<file path="config.mk">
export PLATFORM = sky130hd
export DESIGN_NAME = up_counter_timer_flat
export DESIGN_NICKNAME = d
export VERILOG_FILES = /design/src/rtl/up_counter_pkg.sv /design/src/rtl/up_counter_timer_if.sv /design/src/rtl/up_counter_prescaler.sv /design/src/rtl/up_counter_timer.sv /design/src/flat_wrapper.sv
export SDC_FILE = /design/constraint.sdc
export NUM_CORES = 1
export LEC_CHECK = 0
export ABC_CLOCK_PERIOD_IN_PS = 2500
export CAP_MARGIN = 20
export CORE_AREA = 2 2 39 41
export CTS_BUF_LIST = sky130_fd_sc_hd__clkbuf_4
export CTS_CLUSTER_SIZE = 14
export DETAILED_ROUTE_END_ITERATION = 10
export DIE_AREA = 0 0 41 43
export PLACE_DENSITY = 0.76
export SLEW_MARGIN = 25
export SYNTH_ARGS = -nofsm -noshare
export SYNTH_HDL_FRONTEND = slang
export SYNTH_SLANG_ARGS = --single-unit
</file>
<file path="constraint.sdc">
create_clock -name clk -period 2.5 [get_ports clk]
set_clock_uncertainty 0.1 [all_clocks]
set_input_delay 0.25 -clock clk [delete_from_list [all_inputs] [get_ports clk]]
set_output_delay 0.25 -clock clk [all_outputs]
set_load 0.05 [all_outputs]
</file>
<file path="src/rtl/up_counter_pkg.sv">
// Shared types for the up-counting timer: FSM state encoding.
package up_counter_pkg;

  localparam logic [1:0] ST_IDLE = 2'd0;
  localparam logic [1:0] ST_RUN  = 2'd1;
  localparam logic [1:0] ST_DONE = 2'd2;

  typedef enum logic [1:0] {
    IDLE = ST_IDLE,
    RUN  = ST_RUN,
    DONE = ST_DONE
  } state_t;

endpackage

</file>
<file path="src/rtl/up_counter_timer_if.sv">
// Control/status bundle of the up-counting timer; master drives controls, slave is the timer.
interface up_counter_timer_if #(
  parameter int WIDTH = 4
);
  logic             start;
  logic             stop;
  logic             up;
  logic             load;
  logic [WIDTH-1:0] load_val;
  logic [WIDTH-1:0] limit;
  logic             periodic;
  logic [WIDTH-1:0] count;
  logic             tc;
  logic             busy;
  logic             done;

  modport master (
    output start, stop, up, load, load_val, limit, periodic,
    input  count, tc, busy, done
  );

  modport slave (
    input  start, stop, up, load, load_val, limit, periodic,
    output count, tc, busy, done
  );
endinterface

</file>
<file path="src/rtl/up_counter_prescaler.sv">
// Clock-enable divider for the timer; only built when PRESCALE_EN is defined.
module up_counter_prescaler #(
  parameter int PRESCALE = 4
) (
  input  logic clk,
  input  logic reset,
  input  logic clr,
  input  logic en,
  output logic tick
);
  localparam int PW = (PRESCALE > 1) ? $clog2(PRESCALE) : 1;
  localparam logic [PW-1:0] PRE_LAST = PW'(PRESCALE - 1);

  logic [PW-1:0] pre_q, pre_d;
  logic          term;

  assign term = (pre_q == PRE_LAST);
  assign tick = en && term;

  always_comb begin
    pre_d = pre_q;
    if (clr)     pre_d = '0;
    else if (en) pre_d = term ? '0 : pre_q + 1'b1;
  end

  always_ff @(posedge clk) begin
    if (reset) pre_q <= '0;
    else       pre_q <= pre_d;
  end
endmodule

</file>
<file path="src/rtl/up_counter_timer.sv">
// Loadable up-counting timer with one-shot/periodic terminal count.
// Optional prescaler on the count enable is built when PRESCALE_EN is defined.
module up_counter_timer
  import up_counter_pkg::*;
#(
  parameter int WIDTH    = 4,
  parameter int PRESCALE = 4
) (
  input  logic                clk,
  input  logic                reset,
  up_counter_timer_if.slave   bus
);
  state_t           state_q, state_d;
  logic [WIDTH-1:0] count_q, count_d;
  logic             tc_q, tc_d;
  logic             tick;

`ifdef PRESCALE_EN
  // Prescaler only advances while counting; any control pulse realigns it.
  up_counter_prescaler #(.PRESCALE(PRESCALE)) u_prescaler (
    .clk   (clk),
    .reset (reset),
    .clr   (bus.start | bus.load | bus.stop),
    .en    (bus.up && (state_q == RUN)),
    .tick  (tick)
  );
`else
  localparam int unused_prescale = PRESCALE;
  assign tick = bus.up;
`endif

  always_comb begin
    state_d = state_q;
    count_d = count_q;
    tc_d    = 1'b0;
    if (bus.load) begin
      count_d = bus.load_val;
    end else if (bus.stop) begin
      state_d = IDLE;
    end else if (bus.start) begin
      state_d = RUN;
      count_d = '0;
    end else if (tick && (state_q == RUN)) begin
      if (count_q == bus.limit) begin
        tc_d = 1'b1;
        if (bus.periodic) count_d = '0;
        else              state_d = DONE;
      end else begin
        count_d = count_q + 1'b1;
      end
    end
  end

  always_ff @(posedge clk) begin
    if (reset) begin
      state_q <= IDLE;
      count_q <= '0;
      tc_q    <= 1'b0;
    end else begin
      state_q <= state_d;
      count_q <= count_d;
      tc_q    <= tc_d;
    end
  end

  assign bus.count = count_q;
  assign bus.tc    = tc_q;
  assign bus.busy  = (state_q == RUN);
  assign bus.done  = (state_q == DONE);
endmodule

</file>
<file path="src/flat_wrapper.sv">
// flat-port wrapper written by rule: the top's interface ports become plain ports
module up_counter_timer_flat import up_counter_pkg::*;
#(
  parameter int WIDTH    = 4,
  parameter int PRESCALE = 4
)
  (clk, reset, bus_start, bus_stop, bus_up, bus_load, bus_load_val, bus_limit, bus_periodic, bus_count, bus_tc, bus_busy, bus_done);
  up_counter_timer_if #(.WIDTH(WIDTH)) bus_i ();
  input  logic clk;
  input  logic reset;
  input wire logic [$bits(bus_i.start)-1:0] bus_start;
  input wire logic [$bits(bus_i.stop)-1:0] bus_stop;
  input wire logic [$bits(bus_i.up)-1:0] bus_up;
  input wire logic [$bits(bus_i.load)-1:0] bus_load;
  input wire logic [$bits(bus_i.load_val)-1:0] bus_load_val;
  input wire logic [$bits(bus_i.limit)-1:0] bus_limit;
  input wire logic [$bits(bus_i.periodic)-1:0] bus_periodic;
  output wire logic [$bits(bus_i.count)-1:0] bus_count;
  output wire logic [$bits(bus_i.tc)-1:0] bus_tc;
  output wire logic [$bits(bus_i.busy)-1:0] bus_busy;
  output wire logic [$bits(bus_i.done)-1:0] bus_done;
  assign bus_i.start = bus_start;
  assign bus_i.stop = bus_stop;
  assign bus_i.up = bus_up;
  assign bus_i.load = bus_load;
  assign bus_i.load_val = bus_load_val;
  assign bus_i.limit = bus_limit;
  assign bus_i.periodic = bus_periodic;
  assign bus_count = bus_i.count;
  assign bus_tc = bus_i.tc;
  assign bus_busy = bus_i.busy;
  assign bus_done = bus_i.done;
  up_counter_timer #(.WIDTH(WIDTH), .PRESCALE(PRESCALE)) u_core (.clk(clk), .reset(reset), .bus(bus_i));
endmodule
</file>
# == Word-level counts from Yosys, hierarchy flattened ==
# Index checks and enable logic that the tools add are counted.
# W data, S select, Z words.
# classes
n_eq_ne,6
n_mux,12
n_addsub,1
n_reduce_logical,7
bitwise_logic,2
# op_table
cell,n
$mux W4,6
$mux W2,5
$reduce_bool A3 Y1,3
$reduce_or A5 Y1,1
$add A4 B1 Y4 const B,1
$eq A4 B4 Y1,1
$ne A4 B4 Y1 const B,1
$reduce_and A4 Y1,1
$ne A3 B3 Y1 const B,1
$reduce_and A3 Y1,1
$eq A2 B1 Y1 const B,1
$eq A2 B2 Y1 const B,1
$ne A2 B1 Y1 const B,1
$not A1 Y1,2
$logic_and A1 B1 Y1,1
$mux W1,1
# word_totals
out_inout_bits,7
input_bits,15
regBits,7

# == Depth between registers and ports, before layout ==
# depth
ltp_word,6
depth_mapped,6
depth_no_buf,5

# == Worst setup path after synthesis ==
# No wires, ideal clock.
# synth_path
kind,register to register
startpoint,"register u_core.count_q[1], in the netlist u_core.bus.count[1]"
endpoint,register u_core.state_q[0]
setup_time_ns,0.126
path_slack_ns,0.293
arrival_time_ns,1.981
stages_incl_launch_ff,6
path_cell_list,dfxtp_1 > xor2_1 > or4_4 > or3_4 > o21ai_2 > a221oi_1
# synth_between
elab_chain_cells,3
# synth_lines
item,line_no,text
from (decl),up_counter_timer.sv:14,"logic [WIDTH-1:0] count_q, count_d;"
from (signal assigned),up_counter_timer.sv:61,count_q <= count_d;
$eq A4 B4 Y1,up_counter_timer.sv:44,if (count_q == bus.limit) begin
$reduce_bool A3 Y1 (no source line),n/a,
$reduce_and A4 Y1 (no source line),n/a,
to (signal assigned),up_counter_timer.sv:60,state_q <= state_d;
to (decl),up_counter_timer.sv:13,"state_t state_q, state_d;"
# No other way between the ends.
# A chain may end at the register's enable or synchronous reset.

# == Worst setup path in the final report ==
# layout_path
startpoint,input bus_limit[1]
endpoint,register u_core.state_q[0]
# layout_between
elab_chain_cells,3
# layout_lines
item,line_no,text
from (decl),flat_wrapper.sv:16,input wire logic [$bits(bus_i.limit)-1:0] bus_limit;
$eq A4 B4 Y1,up_counter_timer.sv:44,
$reduce_bool A3 Y1 (no source line),n/a,
$reduce_and A4 Y1 (no source line),n/a,
# No other way between the ends.

==> metrics.md <==
| Metric | Value |
|---|---|
| Synth area leaders | `dfxtp_1 (30%), xor2_1 (7.6%), nor2_1 (4.9%), o22ai_4 (4.3%), nand2_1 (4.1%)` |
| Setup TNS | `0 ns` |
| 1st-iter DRT viols | `13` |
| Clk sinks | `7` |
| Number of synthesized flops with an enable pin | `0` |
| Async SR Flop Fraction | `0` |
| Startpoint types | `primary input` |
| Seq. cell area | `roughly 140 um2` |
| Total Power | `roughly 0.34 mW` |
| DP Worst Slack | `about 0.25 ns` |
| Synthesis-to-layout area growth | `58.8%` |
| DR DRC count | `0` |
| Vias/cell | `around 5.2` |
| Area of the multi-input gates | `a little over 300 um2` |
| Share of the synthesized area in the top cell type | `0.304` |
| HPWL Detailed | `approximately 920 um` |
| Core Area | `roughly 0.0014 mm2` |
| Post-route setup slack | `slightly above 0.5 ns` |
| GP Congestion | `approximately 0.71` |
| Crit Path Max Fanout | `3` |
| IO Count | `22` |
| Critical path data arrival time | `2.02 ns` |
| Synthesized instance count | `55` |
| Mean Syn Cell Area | `8.39 um2` |
| CTS tree | `yes` |
| Post-Syn Area | `462 um2` |
| Chip width | `~40 um` |
| Clock root cell | `clkbuf_4` |
| Hold_ws | `about 0.42 ns` |
| Worst Max-Slew Pin Slew | `0.497 ns` |
| Worst-path clk slew | `~0.060 ns` |
| Status | `finished clean` |
| Die Ht | `43 um` |
| Register area share after synthesis | `0.304` |
| Starting Density | `0.334` |
| ANT cells | `0` |
| Hold_buf cts | `0` |
| RR Startpoint | `u_core.bus.count[1]` |
| WL final | `1.22 mm` |
| Initial antenna violation count | `0` |
| Crit path max-delay cell type | `or4_4` |
| Largest net degree at the start of global routing | `8` |
| Largest delay contributor family on the critical path | `simple AND/OR/NAND/NOR gates` |
| CTS max path bufs | `2` |
| Global Route Usage Sum | `0.153` |
| Grt ovf | `0` |
| Register bit total from synthesis | `7` |
| PD cells | `approximately 460 mW/mm2` |
| Vias in the first global route | `479` |
| Ys Warns | `0` |
| CP required | `2.53 ns` |
| Area after DPL | `roughly 700 um2` |
| Synth cell types | `29` |
| Final setup fails | `0` |
| Fmax | `between 0.5 and 0.6 GHz` |
| Worst Setup SP | `bus_limit[1]` |
| Drt pass-1 iters | `4` |
| Layout cell share with drive strength beyond 1 | `0.148` |
| Period utilisation layout | `0.797` |
| DR WL/cell | `around 13 um` |
| Crit-path cells | `clkdlybuf4s50_1 > xor2_1 > or4_4 > or3_4 > o21ai_2 > a221oi_1` |
| Maxcap violations | `0` |
| WP buf/inv | `1` |
| Total setup buffers inserted after CTS | `0` |
| Number of port buffers | `21` |
| Final Hold Viols | `0` |
| Peak VDD IR | `~0.18 mV` |
| Die ar. | `about 0.0018 mm2` |
| Max-slew headroom | `0.668` |
| Dominant cell type by area after synthesis | `dfxtp_1` |
| Fill cells | `149` |
| Fin. max-slew vios | `0` |
| Number of CTS-inserted buffers | `3` |
| P_leak | `around 0.29 nW` |
| RSZ-0062 raised after global routing | `false` |
| HP Class | `flop to flop` |
| Final Instance Area | `~730 um2` |
| Clk_lat worst skew | `approximately 0.25 ns` |
| Hold path startpoint | `u_core.state_q[0]` |
| Critical Path Max Stage Delay | `0.58 ns` |
| Via count | `506` |
| Most frequent cells in the layout | `clkdlybuf4s50_1 (21), dfxtp_1 (7), nor2_1 (6)` |
| Row cnt | `14` |
| Most common cell after layout, fill and taps aside | `clkdlybuf4s50_1` |
| Crit Path Class | `primary input to flop` |
| Post-synth top flop | `dfxtp_1` |
| First-pass GRT wire length | `roughly 1.8 mm` |
| Critical Path Sink Type | `flop` |
| Min cycle time layout | `1.99 ns` |
| Net Count, Synth | `71` |
| H-tree lvl count | `1` |
| Resized cells post-CTS | `0` |
| Final antenna-violating net count | `0` |
| Layout Nets | `a little under 100` |
-- stage by stage --
step | util | cells
5_1_grt | 0.530 | 97
6_report | 0.530 | 97
3_3_place_gp | 0.508 | 93
2_1_floorplan | - | 55
4_1_cts | 0.530 | 97
3_5_place_dp | 0.508 | 93
-- layer usage --
| layer | wire length (um) | GRT usage |
|---|---|---|
| met1 | 512 | 0.159 |
| met2 | 588 | 0.256 |
| met3 | 95 | 0.0314 |
| met4 | 20 | 0.100 |
| met5 | 0 | 0 |
-- worst reg2reg max path, cell delays in order, from the launching register on --
cell and delay, ns:
dfxtp_1 0.36, xor2_1 0.19, or4_4 0.58, or3_4 0.42, o21ai_2 0.12, a221oi_1 0.08
-- cell usage after synthesis (2+ instances only) --
library cell	instances
nor2_1	6
a21oi_1	3
o21ai_1	2
a221oi_1	2
nor2b_1	3
xor2_1	4
inv_1	3
dfxtp_1	7
nand2_1	5
-- registers in the layout, summed over array words and instances (netlist names) --
register / count
u_core.bus.count: 4
u_core.state_q: 2
u_core.bus.tc: 1
-- worst paths after layout --
check	endpoint	slack, ns	depth (start not counted)
min reg2reg	u_core.state_q[0]	0.42	2
max	u_core.state_q[0]	0.51	6
max reg2reg	u_core.state_q[0]	0.53	5
min	u_core.state_q[0]	0.42	2
-- cell families (layout without fill, tap and decap cells) --
family,Yosys count,count (layout),share of synthesized area
fa+ha+maj,1,1,0.0271
flops,7,7,0.304
compound gates,15,15,0.247
buf+inv,4,30,0.0325
xor+xnor,4,4,0.0759
mux,1,1,0.0217
simple gates,23,23,0.293
-- power breakdown --
group,internal (mW),switching (mW),total (mW)
Sequential,0.117,0.00728,0.124
Clock,0.0719,0.0436,0.115
Combinational,0.0473,0.0500,0.0973
-- layout make-up --
cell class,instances,share of cell area
multi-input cells,44,0.418
repair buffers,23,0.307
inverters,3,0.0154
clock buffers,4,0.0410
flip-flops and latches,7,0.191
well taps,16,0.0273
Power figures use the tool's default switching activity.
